[config.mk]
export PLATFORM = sky130hd
export DESIGN_NAME = m_digest_serializer
export DESIGN_NICKNAME = d
export VERILOG_FILES = /design/src/rtl/m_digest_serializer.sv
export SDC_FILE = /design/constraint.sdc
export NUM_CORES = 1
export LEC_CHECK = 0
export ABC_AREA = 1
export CORE_MARGIN = 10
export CORE_UTILIZATION = 43
export CTS_CLUSTER_DIAMETER = 150
export DETAILED_ROUTE_END_ITERATION = 6
export PLACE_DENSITY = 0.6
export SKIP_CTS_REPAIR_TIMING = 1
export SLEW_MARGIN = 30
export SYNTH_ARGS = -nofsm -noshare
export SYNTH_HDL_FRONTEND = slang
export SYNTH_SLANG_ARGS = --single-unit
[constraint.sdc]
create_clock -name clk -period 4.07 [get_ports clk]
set_input_delay 1.0175 -clock clk [delete_from_list [all_inputs] [get_ports clk]]
set_output_delay 1.0175 -clock clk [all_outputs]
set_load 0.02 [all_outputs]
[src/rtl/m_digest_serializer.sv]
// m_digest_serializer
//
// Collects the eight 32-bit words of a finished SHA-256 digest (H0 first),
// buffers them, and sends them to a UART transmitter as 32 bytes, most
// significant byte of H0 first. An optional terminator byte can follow.
//
// Parameters:
//   SEND_TERM   - 1: append TERM_BYTE after the 32 digest bytes.
//   TERM_BYTE   - value of the terminator byte.
//
// Ports:
//   clk          in   system clock, rising edge
//   rst          in   asynchronous active-low reset
//   word_in      in   digest word, H0 first
//   word_vld     in   word_in valid; accepted when word_rdy is also high
//   word_rdy     out  high while collecting words
//   tx_busy      in   UART TX is shifting a byte
//   tx_start     out  one-cycle byte request; tx_data valid while high
//   tx_data      out  byte to transmit
//   digest_sent  out  one-cycle pulse after the final byte completes
//   load_err     out  sticky; a word was offered while word_rdy was low
module m_digest_serializer #(
  parameter bit         SEND_TERM = 1'b1,
  parameter logic [7:0] TERM_BYTE = 8'h0A
) (
  input  logic        clk,
  input  logic        rst,
  input  logic [31:0] word_in,
  input  logic        word_vld,
  output logic        word_rdy,
  input  logic        tx_busy,
  output logic        tx_start,
  output logic [7:0]  tx_data,
  output logic        digest_sent,
  output logic        load_err
);

  typedef enum logic [2:0] {
    StLoad,
    StSend,
    StWaitAck,
    StWaitIdle,
    StDone
  } state_e;

  // Index of the final byte: the terminator sits at index 32.
  localparam logic [5:0] LastIdx = SEND_TERM ? 6'd32 : 6'd31;

  state_e      state_q;
  logic [2:0]  wcnt_q;
  logic [5:0]  bidx_q;
  logic [31:0] word_buf_q [8];

  logic        word_accept;
  logic [31:0] sel_word;
  logic [7:0]  sel_byte;

  // word_rdy is high exactly while in StLoad, so this also gates buffer writes
  // to the load phase.
  assign word_accept = word_vld & word_rdy;

  // Word buffer has no reset; its contents only matter after a full load.
  always_ff @(posedge clk) begin
    if (word_accept) begin
      word_buf_q[wcnt_q] <= word_in;
    end
  end

  // Byte selection: big-endian within each word, terminator past the digest.
  always_comb begin
    sel_word = word_buf_q[bidx_q[4:2]];
    sel_byte = 8'h00;
    unique case (bidx_q[1:0])
      2'd0: sel_byte = sel_word[31:24];
      2'd1: sel_byte = sel_word[23:16];
      2'd2: sel_byte = sel_word[15:8];
      2'd3: sel_byte = sel_word[7:0];
    endcase
    if (bidx_q[5]) begin
      sel_byte = TERM_BYTE;
    end
  end

  // Control FSM with all outputs registered.
  always_ff @(posedge clk or negedge rst) begin
    if (!rst) begin
      state_q     <= StLoad;
      wcnt_q      <= 3'd0;
      bidx_q      <= 6'd0;
      word_rdy    <= 1'b1;
      tx_start    <= 1'b0;
      tx_data     <= 8'h00;
      digest_sent <= 1'b0;
      load_err    <= 1'b0;
    end else begin
      tx_start    <= 1'b0;
      digest_sent <= 1'b0;

      if (word_vld && !word_rdy) begin
        load_err <= 1'b1;
      end

      case (state_q)
        StLoad: begin
          if (word_accept) begin
            if (wcnt_q == 3'd7) begin
              wcnt_q   <= 3'd0;
              bidx_q   <= 6'd0;
              word_rdy <= 1'b0;
              state_q  <= StSend;
            end else begin
              wcnt_q <= wcnt_q + 3'd1;
            end
          end
        end

        // Busy on entry means the TX is still occupied: hold off the request.
        StSend: begin
          if (!tx_busy) begin
            tx_start <= 1'b1;
            tx_data  <= sel_byte;
            state_q  <= StWaitAck;
          end
        end

        // Wait for the TX to pick up the byte before watching for idle again,
        // so a request is never repeated on a stale idle.
        StWaitAck: begin
          if (tx_busy) begin
            state_q <= StWaitIdle;
          end
        end

        StWaitIdle: begin
          if (!tx_busy) begin
            if (bidx_q == LastIdx) begin
              state_q <= StDone;
            end else begin
              bidx_q  <= bidx_q + 6'd1;
              state_q <= StSend;
            end
          end
        end

        StDone: begin
          digest_sent <= 1'b1;
          word_rdy    <= 1'b1;
          state_q     <= StLoad;
        end

        default: begin
          word_rdy <= 1'b1;
          state_q  <= StLoad;
        end
      endcase
    end
  end

endmodule

== Yosys cells after proc, flatten, opt, wreduce, memory -nomap -nowiden ==
Memories as Yosys holds them, arrays and structs flattened.
Cells that the tools add are included.

* RAM bits: 256
* Flip-flop bits (word level): 24
* Memories kept: 1
* Output and inout port bits: 12

* $add $sub $neg: 2
* Muxes and demuxes: 23
* Bitwise logic cells: 3
* Equality and inequality tests: 15
* Reduce and logical (&&, ||, !) cells: 11

{| class="wikitable"
|+ Memory list
! memory !! words !! bits a word !! rd ports !! clocked after Yosys merged registers in !! wr ports !! RTL line !! RTL
|-
| word_buf_q || 8 || 32 || 1 || 0 || 1 || 52 || <nowiki>logic [31:0] word_buf_q [8];</nowiki>
|}

{| class="wikitable"
|+ Operators by type and width
! cell !! number
|-
| 8-bit case mux with 4 select lines || 1
|-
| 6-bit two-way mux || 4
|-
| 3-bit two-way mux || 7
|-
| 2-bit != test, second input constant || 6
|-
| 3-bit case mux with 4 select lines || 1
|-
| 6-bit case mux with 2 select lines || 1
|-
| 5-bit AND reduction || 2
|-
| 8-bit two-way mux || 1
|-
| 1-bit two-way mux || 7
|-
| 6-bit by 1-bit adder with 6-bit output, second input constant || 1
|-
| 3-bit by 2-bit == test with 1-bit output, second input constant || 2
|-
| 3-bit == test, second input constant || 2
|-
| 6-bit == test, second input constant || 1
|-
| 2-bit == test, second input constant || 2
|-
| 2-bit AND reduction || 2
|-
| 3-bit by 1-bit adder with 3-bit output, second input constant || 1
|-
| 3-bit by 1-bit == test with 1-bit output, second input constant || 1
|-
| 3-bit zero test || 1
|-
| 3-bit AND reduction || 1
|-
| 3-bit OR reduction || 1
|-
| 2-bit by 1-bit == test with 1-bit output, second input constant || 1
|-
| 2-bit zero test || 1
|-
| 1-bit inverter || 2
|-
| 1-bit case mux with 2 select lines || 1
|-
| 4 further kinds || 4
|}

== Longest topological paths before layout ==
Gate-level depths: netlist of the first run.

* Depth after elaboration: 4
* Mapped depth: 12

== Worst setup path before layout of the first run ==
OpenSTA, ideal clock, no wires.

* Kind: input to register
* Start point: input word_vld
* End point: memory word_buf_q[0][0], enable pin
* Data required time: 3.649 ns
* Arrival time: 2.622 ns
* Buffers on the path: 0
* Cell stages on the path: 4
* Setup slack: 1.027 ns
* Setup time: 0.421 ns
* Cells stage by stage: nand2_1 -> inv_1 -> nand2_1 -> nor2_1

* Longest elaborated chain between the ends: 3

{| class="wikitable"
|+ RTL lines
! element !! RTL line !! RTL
|-
| start, declared || 29 || <nowiki>input logic word_vld,</nowiki>
|-
| 1-bit AND || 60 || <nowiki>assign word_accept = word_vld & word_rdy;</nowiki>
|-
| 1-bit two-way mux || 64 || <nowiki>if (word_accept) begin</nowiki>
|-
| 1-bit two-way mux (implied by the code) || 65 || <nowiki>word_buf_q[wcnt_q] <= word_in;</nowiki>
|-
| end, declared || 52 ||
|}

Every way passes these cells.

== Worst setup path in the final report of the first run ==
* Start point: register word_rdy
* End point: output word_rdy

{| class="wikitable"
|+ RTL lines
! element !! RTL line !! RTL
|-
| start, declared || 30 || <nowiki>output logic word_rdy,</nowiki>
|-
| start signal, assigned || 90 || <nowiki>word_rdy <= 1'b1;</nowiki>
|-
| start signal, assigned || 109 || <nowiki>word_rdy <= 1'b0;</nowiki>
|-
| start signal, assigned || 147 || <nowiki>word_rdy <= 1'b1;</nowiki>
|}

No word-level cell between the ends.

==> metrics.txt, run 1 <==
ys flop type=edfxtp_1; Tightest Pin Transition=880.2 ps; r2r setup slk=1540 ps; CTS tree=built; TritonCTS Sinks=280; floorplan core area=26,130 um^2; post-synthesis register bit count=280; Ports=48; minimum clock period=2690 ps; RSZ-0062 raised after global routing=no; CP max-delay cell=clkdlybuf4s50_1; synthesized area=11,480 um^2; Gate Count Post-Synth=998; Post-synth EDFFs=256; nets=1,083; Syn Area/Cell=11.50 um^2; # DRC=0; Total GRT Usage=0.1656; worst path bufs/invs=1; H-Tree Depth=1; root buffer cell=clkbuf_16; Worst Setup Start Kind=register; Data arrival, critical path=1670 ps; Die Wd=183.4 um; Final setup viols=0; die area=33,630 um^2; LEAKAGE=4.804 nW; DIE HEIGHT=183.4 um; Clock transition at path regs=60 ps; ranking of synthesized cells by area=edfxtp_1, nand2_1, nand3_1; maxcap violations=0; CP top delay family=buffers and inverters; final worst-path cycle share=0.6609; status=finished clean; worst flop-to-flop path endpoint=bidx_q[2]; Stages on worst setup path=1; Max Transition Viols Final=0; VDD IR-drop max=0.4911 mV; post-detail-place hpwl=17,440 um; Vias=7,419; global-route wire length before repair=42,980 um; Critical Path Max Stage Delay=600 ps; R2R depth=8; FF-to-FF Start=bidx_q[2]; clk_lat worst skew=550 ps; Synth cell types=27; CP endpoint kind=output pin; setup TNS=0 ps; Worst EP required=3050 ps; initial antenna violation count=0; sequential cell area fraction in the yosys report=0.7222; top-area cell type share of the netlist area=0.6698; slew margin rel.=0.4132; Port Buffers=47; total chip power=8.811 mW; Finished Core Util=0.5051; Max Clock Freq=0.3718 GHz; routed length per instance=20.11 um; CP max FO=3; Min-Delay Path Class=register to register; TritonRoute pass-1 iters=6; PwrDens=667.5 nW/um^2; gpl congestion=0.8320; vias in the first global route=7,128; crit path to=word_rdy; yosys warns=0; Setup crit start=word_rdy; initial DRC count=762; largest area contributor in the synthesized netlist=edfxtp_1; Cell Rows=59; area delta synth->final=15.01%; Routed Antenna Nets=0; crit-path cells=clkdlybuf4s50_1; Starting Density=0.4392; most common cell in the synthesized netlist=edfxtp_1; WS Path Type=register to output pin; largest net degree at the start of global routing=134; number of buffers created by CTS=29; Final Hold Viols=0; WL final=28,090 um; share of cells above drive strength 1=0.06598; Remaining Overflow, GRT=0; top cells by count, synth=edfxtp_1, nand2_1, nor2_1, nand3_1, o21ai_0; Post-synth ARST share=0.08571; Clock Path Buffers=3; Final Skew=12.79 ps; vias per inst=5.311; Mapped Nets=1,040
-- metrics by stage --
stage	hold slack [ps]	std cells	instance area (um^2)	worst slack [ps]
floorplan	492.1	998	11480	1027
global placement	441.0	1345	12340	1003
detailed placement	443.8	1345	12330	966.6
CTS	455.6	1396	13200	1352
global route	482.0	1396	13200	1316
finish	450.5	1397	13200	1380
-- flip-flops by register name, summed over array words and instances, names as in the netlist --
signal,cells
tx_start,1
word_buf_q,256
bidx_q,6
state_q,3
load_err,1
wcnt_q,3
word_rdy,1
tx_data,8
digest_sent,1
-- cell usage in the layout (no fill, tap or decap), drive strengths merged --
cell type / synthesis / layout
edfxtp: 256 / 256
nand2: 209 / 209
nor2: 149 / 149
nand3: 121 / 121
o21ai: 88 / 88
inv: 51 / 52
clkdlybuf4s50: 0 / 46
clkbuf: 20 / 43
dfrtp: 23 / 23
a21oi: 18 / 18
buf: 32 / 18
clkinv: 2 / 8
nor3b: 6 / 6
ha: 6 / 6
xor2: 4 / 4
o22ai: 3 / 3
nor3: 3 / 3
o211ai: 2 / 2
a21o: 2 / 2
diode: 0 / 1
nand4: 1 / 1
a22oi: 1 / 1
bufinv: 0 / 1
dfstp: 1 / 1
-- cells by family (layout without fill, tap and decap cells) --
group,Yosys count,after routing,share of synthesized area
xor+xnor,4,4,0.003052
other cells,0,1,0
fa+ha+maj,6,6,0.006541
buf+inv,105,168,0.04099
compound gates,114,114,0.05113
simple gates,489,489,0.1761
flops,280,280,0.7222
-- report_power, final --
group	total (mW)	internal, mW	switching [mW]	leakage [nW]
Combinational	2.83	0.826	2.01	1.77
Sequential	3.55	3.43	0.119	2.61
Clock	2.43	1.41	1.02	0.421
Total	8.81	5.66	3.15	4.80
-- per-layer routing --
metal | GRT usage | up-vias | share of wire
met3 | 0.02569 | 33 | 0.066
li1 | - | 3527 | -
met1 | 0.2457 | 3617 | 0.46
met2 | 0.2508 | 242 | 0.45
met4 | 0.03639 | 0 | 0.014
met5 | 0 | - | 0
-- final cells by class --
| class | instances | area [um^2] |
|---|---|---|
| fillers | 2314 | 12930 |
| clock inverters | 8 | 65.06 |
| clock buffers | 43 | 798.3 |
| well taps | 335 | 419.2 |
| flip-flops and latches | 280 | 8294 |
| inverters | 53 | 200.2 |
| repair buffers | 64 | 643.1 |
| diodes | 1 | 2.502 |
| multi-input cells | 613 | 2778 |
-- worst register-to-register path, cell delays in order (launching register included) --
cell	delay, ps
dfrtp_4	430
clkinv_2	590
nand3_1	310
nor2_1	80
nand2_1	90
nand2_1	60
a21oi_1	630
nand3_1	140
o21ai_0	120
-- worst min-delay path by stage --
| stage | start | cells after the start | to | slack, ps |
|---|---|---|---|---|
| floorplan | state_q[0] | 1 | digest_sent | 490 |
| global placement | load_err | 1 | load_err | 440 |
| detailed placement | load_err | 1 | load_err | 440 |
| CTS | rst | 1 | tx_data[4] | 460 |
| global route | rst | 1 | tx_data[4] | 480 |
| finish | load_err | 1 | load_err | 450 |
No activity file was read; power rests on OpenSTA's default activity.
==> run 2: changes to the inputs <==
==> constraint.sdc (replaced) <==
create_clock -name clk -period 2.57 [get_ports clk]
set_input_delay 0.6425 -clock clk [delete_from_list [all_inputs] [get_ports clk]]
set_output_delay 0.6425 -clock clk [all_outputs]
set_load 0.02 [all_outputs]
==> run 2 against run 1 <==
Sequential power increased by 59%. Final cell count increased by 0.72%. Clock power increased by 64%. Routed wire length decreased by 3.7%. Worst setup slack got worse by 1100 ps. Critical endpoint unchanged.
==> metrics.txt, run 2 (synthesized netlist as in run 1, its figures left out) <==
PwrDens=1054 nW/um^2; Worst EP required=1930 ps; Vias=7,303; worst path bufs/invs=1; hold_sp=load_err; root buffer cell=clkbuf_16; final worst-path cycle share=0.9019; CP top delay family=buffers and inverters; Tightest Pin Transition=671.0 ps; die area=33,630 um^2; maxcap violations=0; vias in the first global route=7,277; CP endpoint kind=output pin; Starting Density=0.4392; WS Path Type=register to output pin; largest net degree at the start of global routing=77; Final WS setup=252.2 ps; CTS tree=built; commonest non-fill, non-tap cell in the layout=edfxtp_1; CP max FO=3; Final Skew=4.931 ps; Ports=48; Clock transition at path regs=60 ps; H-Tree Depth=1; post-detail-place hpwl=16,530 um; DIE HEIGHT=183.4 um; minimum clock period=2318 ps; Max Clock Freq=0.4314 GHz; CP max-delay cell=clkdlybuf4s50_1; VDD IR-drop max=0.5753 mV; Total GRT Usage=0.1603; Data arrival, critical path=1680 ps; multi-input logic area=2778 um^2; Cell Rows=59; clk_lat worst skew=530 ps; diode count=0; Hold Path End=load_err; Final Hold Viols=0; Port Buffers=47; RSZ-0062 raised after global routing=no; commonest cells after routing, fill and taps aside=edfxtp_1, nand2_1, nor2_1, nand3_1, o21ai_0; nets=1,094; Routed Antenna Nets=0; routed length per instance=19.22 um; R2R depth=12; initial DRC count=629; Min-Delay Path Class=register to register; Setup WS pre-CTS=186.5 ps; floorplan core area=26,130 um^2; Clock Path Buffers=3; # DRC=0; Worst Setup Start Kind=register; initial antenna violation count=0; TritonRoute pass-1 iters=5; vias per inst=5.190; biggest regs=word_buf_q x256, tx_data x8, bidx_q x6; share of cells above drive strength 1=0.07463; Filler cells=2,312; global-route wire length before repair=42,030 um; Placed Area=12,570 um^2; Max Transition Viols Final=0; fin area=13,460 um^2; worst flop-to-flop path endpoint=bidx_q[2]; r2r setup slk=540 ps; FF-to-FF Start=bidx_q[0]; gpl congestion=0.8003; slew margin rel.=0.5526; Reg with most FFs=word_buf_q; Critical Path Max Stage Delay=600 ps; number of buffers created by CTS=29; Final setup viols=0; status=finished clean; Die Wd=183.4 um; TritonCTS Sinks=280; register area=8294 um^2; Hold Path Depth=1; LEAKAGE=4.916 nW; area delta synth->final=17.31%; WL final=27,050 um; crit-path cells=clkdlybuf4s50_1; Largest register FFs=256; Remaining Overflow, GRT=0
## run 2: layout make-up
type                            count  area share
Sequential cell                   280      0.6160
Clock buffer                       38     0.05641
Multi-Input combinational cell    613      0.2063
Timing Repair Buffer               75     0.06542
Tap cell                          335     0.03113
Clock inverter                     13    0.009850
Inverter                           53     0.01487
## run 2: metal layers
metal  share of wire  global-route usage  up-vias  routed length (um)
li1                -                   -     3547                   -
met1            0.46              0.2284     3531               12540
met2            0.46              0.2505      186               12360
met3           0.060             0.02411       39                1613
met4           0.020             0.04426        0                 537
met5               0                   0        -                   0
## run 2: through the flow
stage | TNS (ps) | power (mW) | hold slack (ps) | util | std cells
final | 0 | 14.19 | 454.2 | 0.5152 | 1407
after global routing | 0 | 15.00 | 475.7 | 0.5152 | 1407
after CTS | 0 | 14.28 | 458.5 | 0.5152 | 1407
after detailed placement | 0 | 10.31 | 444.8 | 0.4811 | 1356
after global placement | 0 | 10.26 | 440.8 | 0.4811 | 1356
after floorplan | -21770 | 8.701 | 346.9 | - | 998
## run 2: worst max path at each step
stage                     startpoint               end  slack, ps  depth (start not counted)
after floorplan             word_vld  word_buf_q[0][0]       -100                          4
after global placement      word_vld  word_buf_q[6][9]        200                          6
after detailed placement    word_vld  word_buf_q[6][9]        190                          6
after CTS                   word_rdy          word_rdy        230                          1
after global routing        word_rdy          word_rdy        200                          1
final                       word_rdy          word_rdy        250                          1
## run 2: power breakdown
group	switching, mW	internal [mW]	total (mW)	leakage, nW
clock network	1.62	2.36	3.98	0.435
registers	0.218	5.43	5.65	2.61
logic	3.12	1.44	4.57	1.87
total	4.97	9.23	14.2	4.92
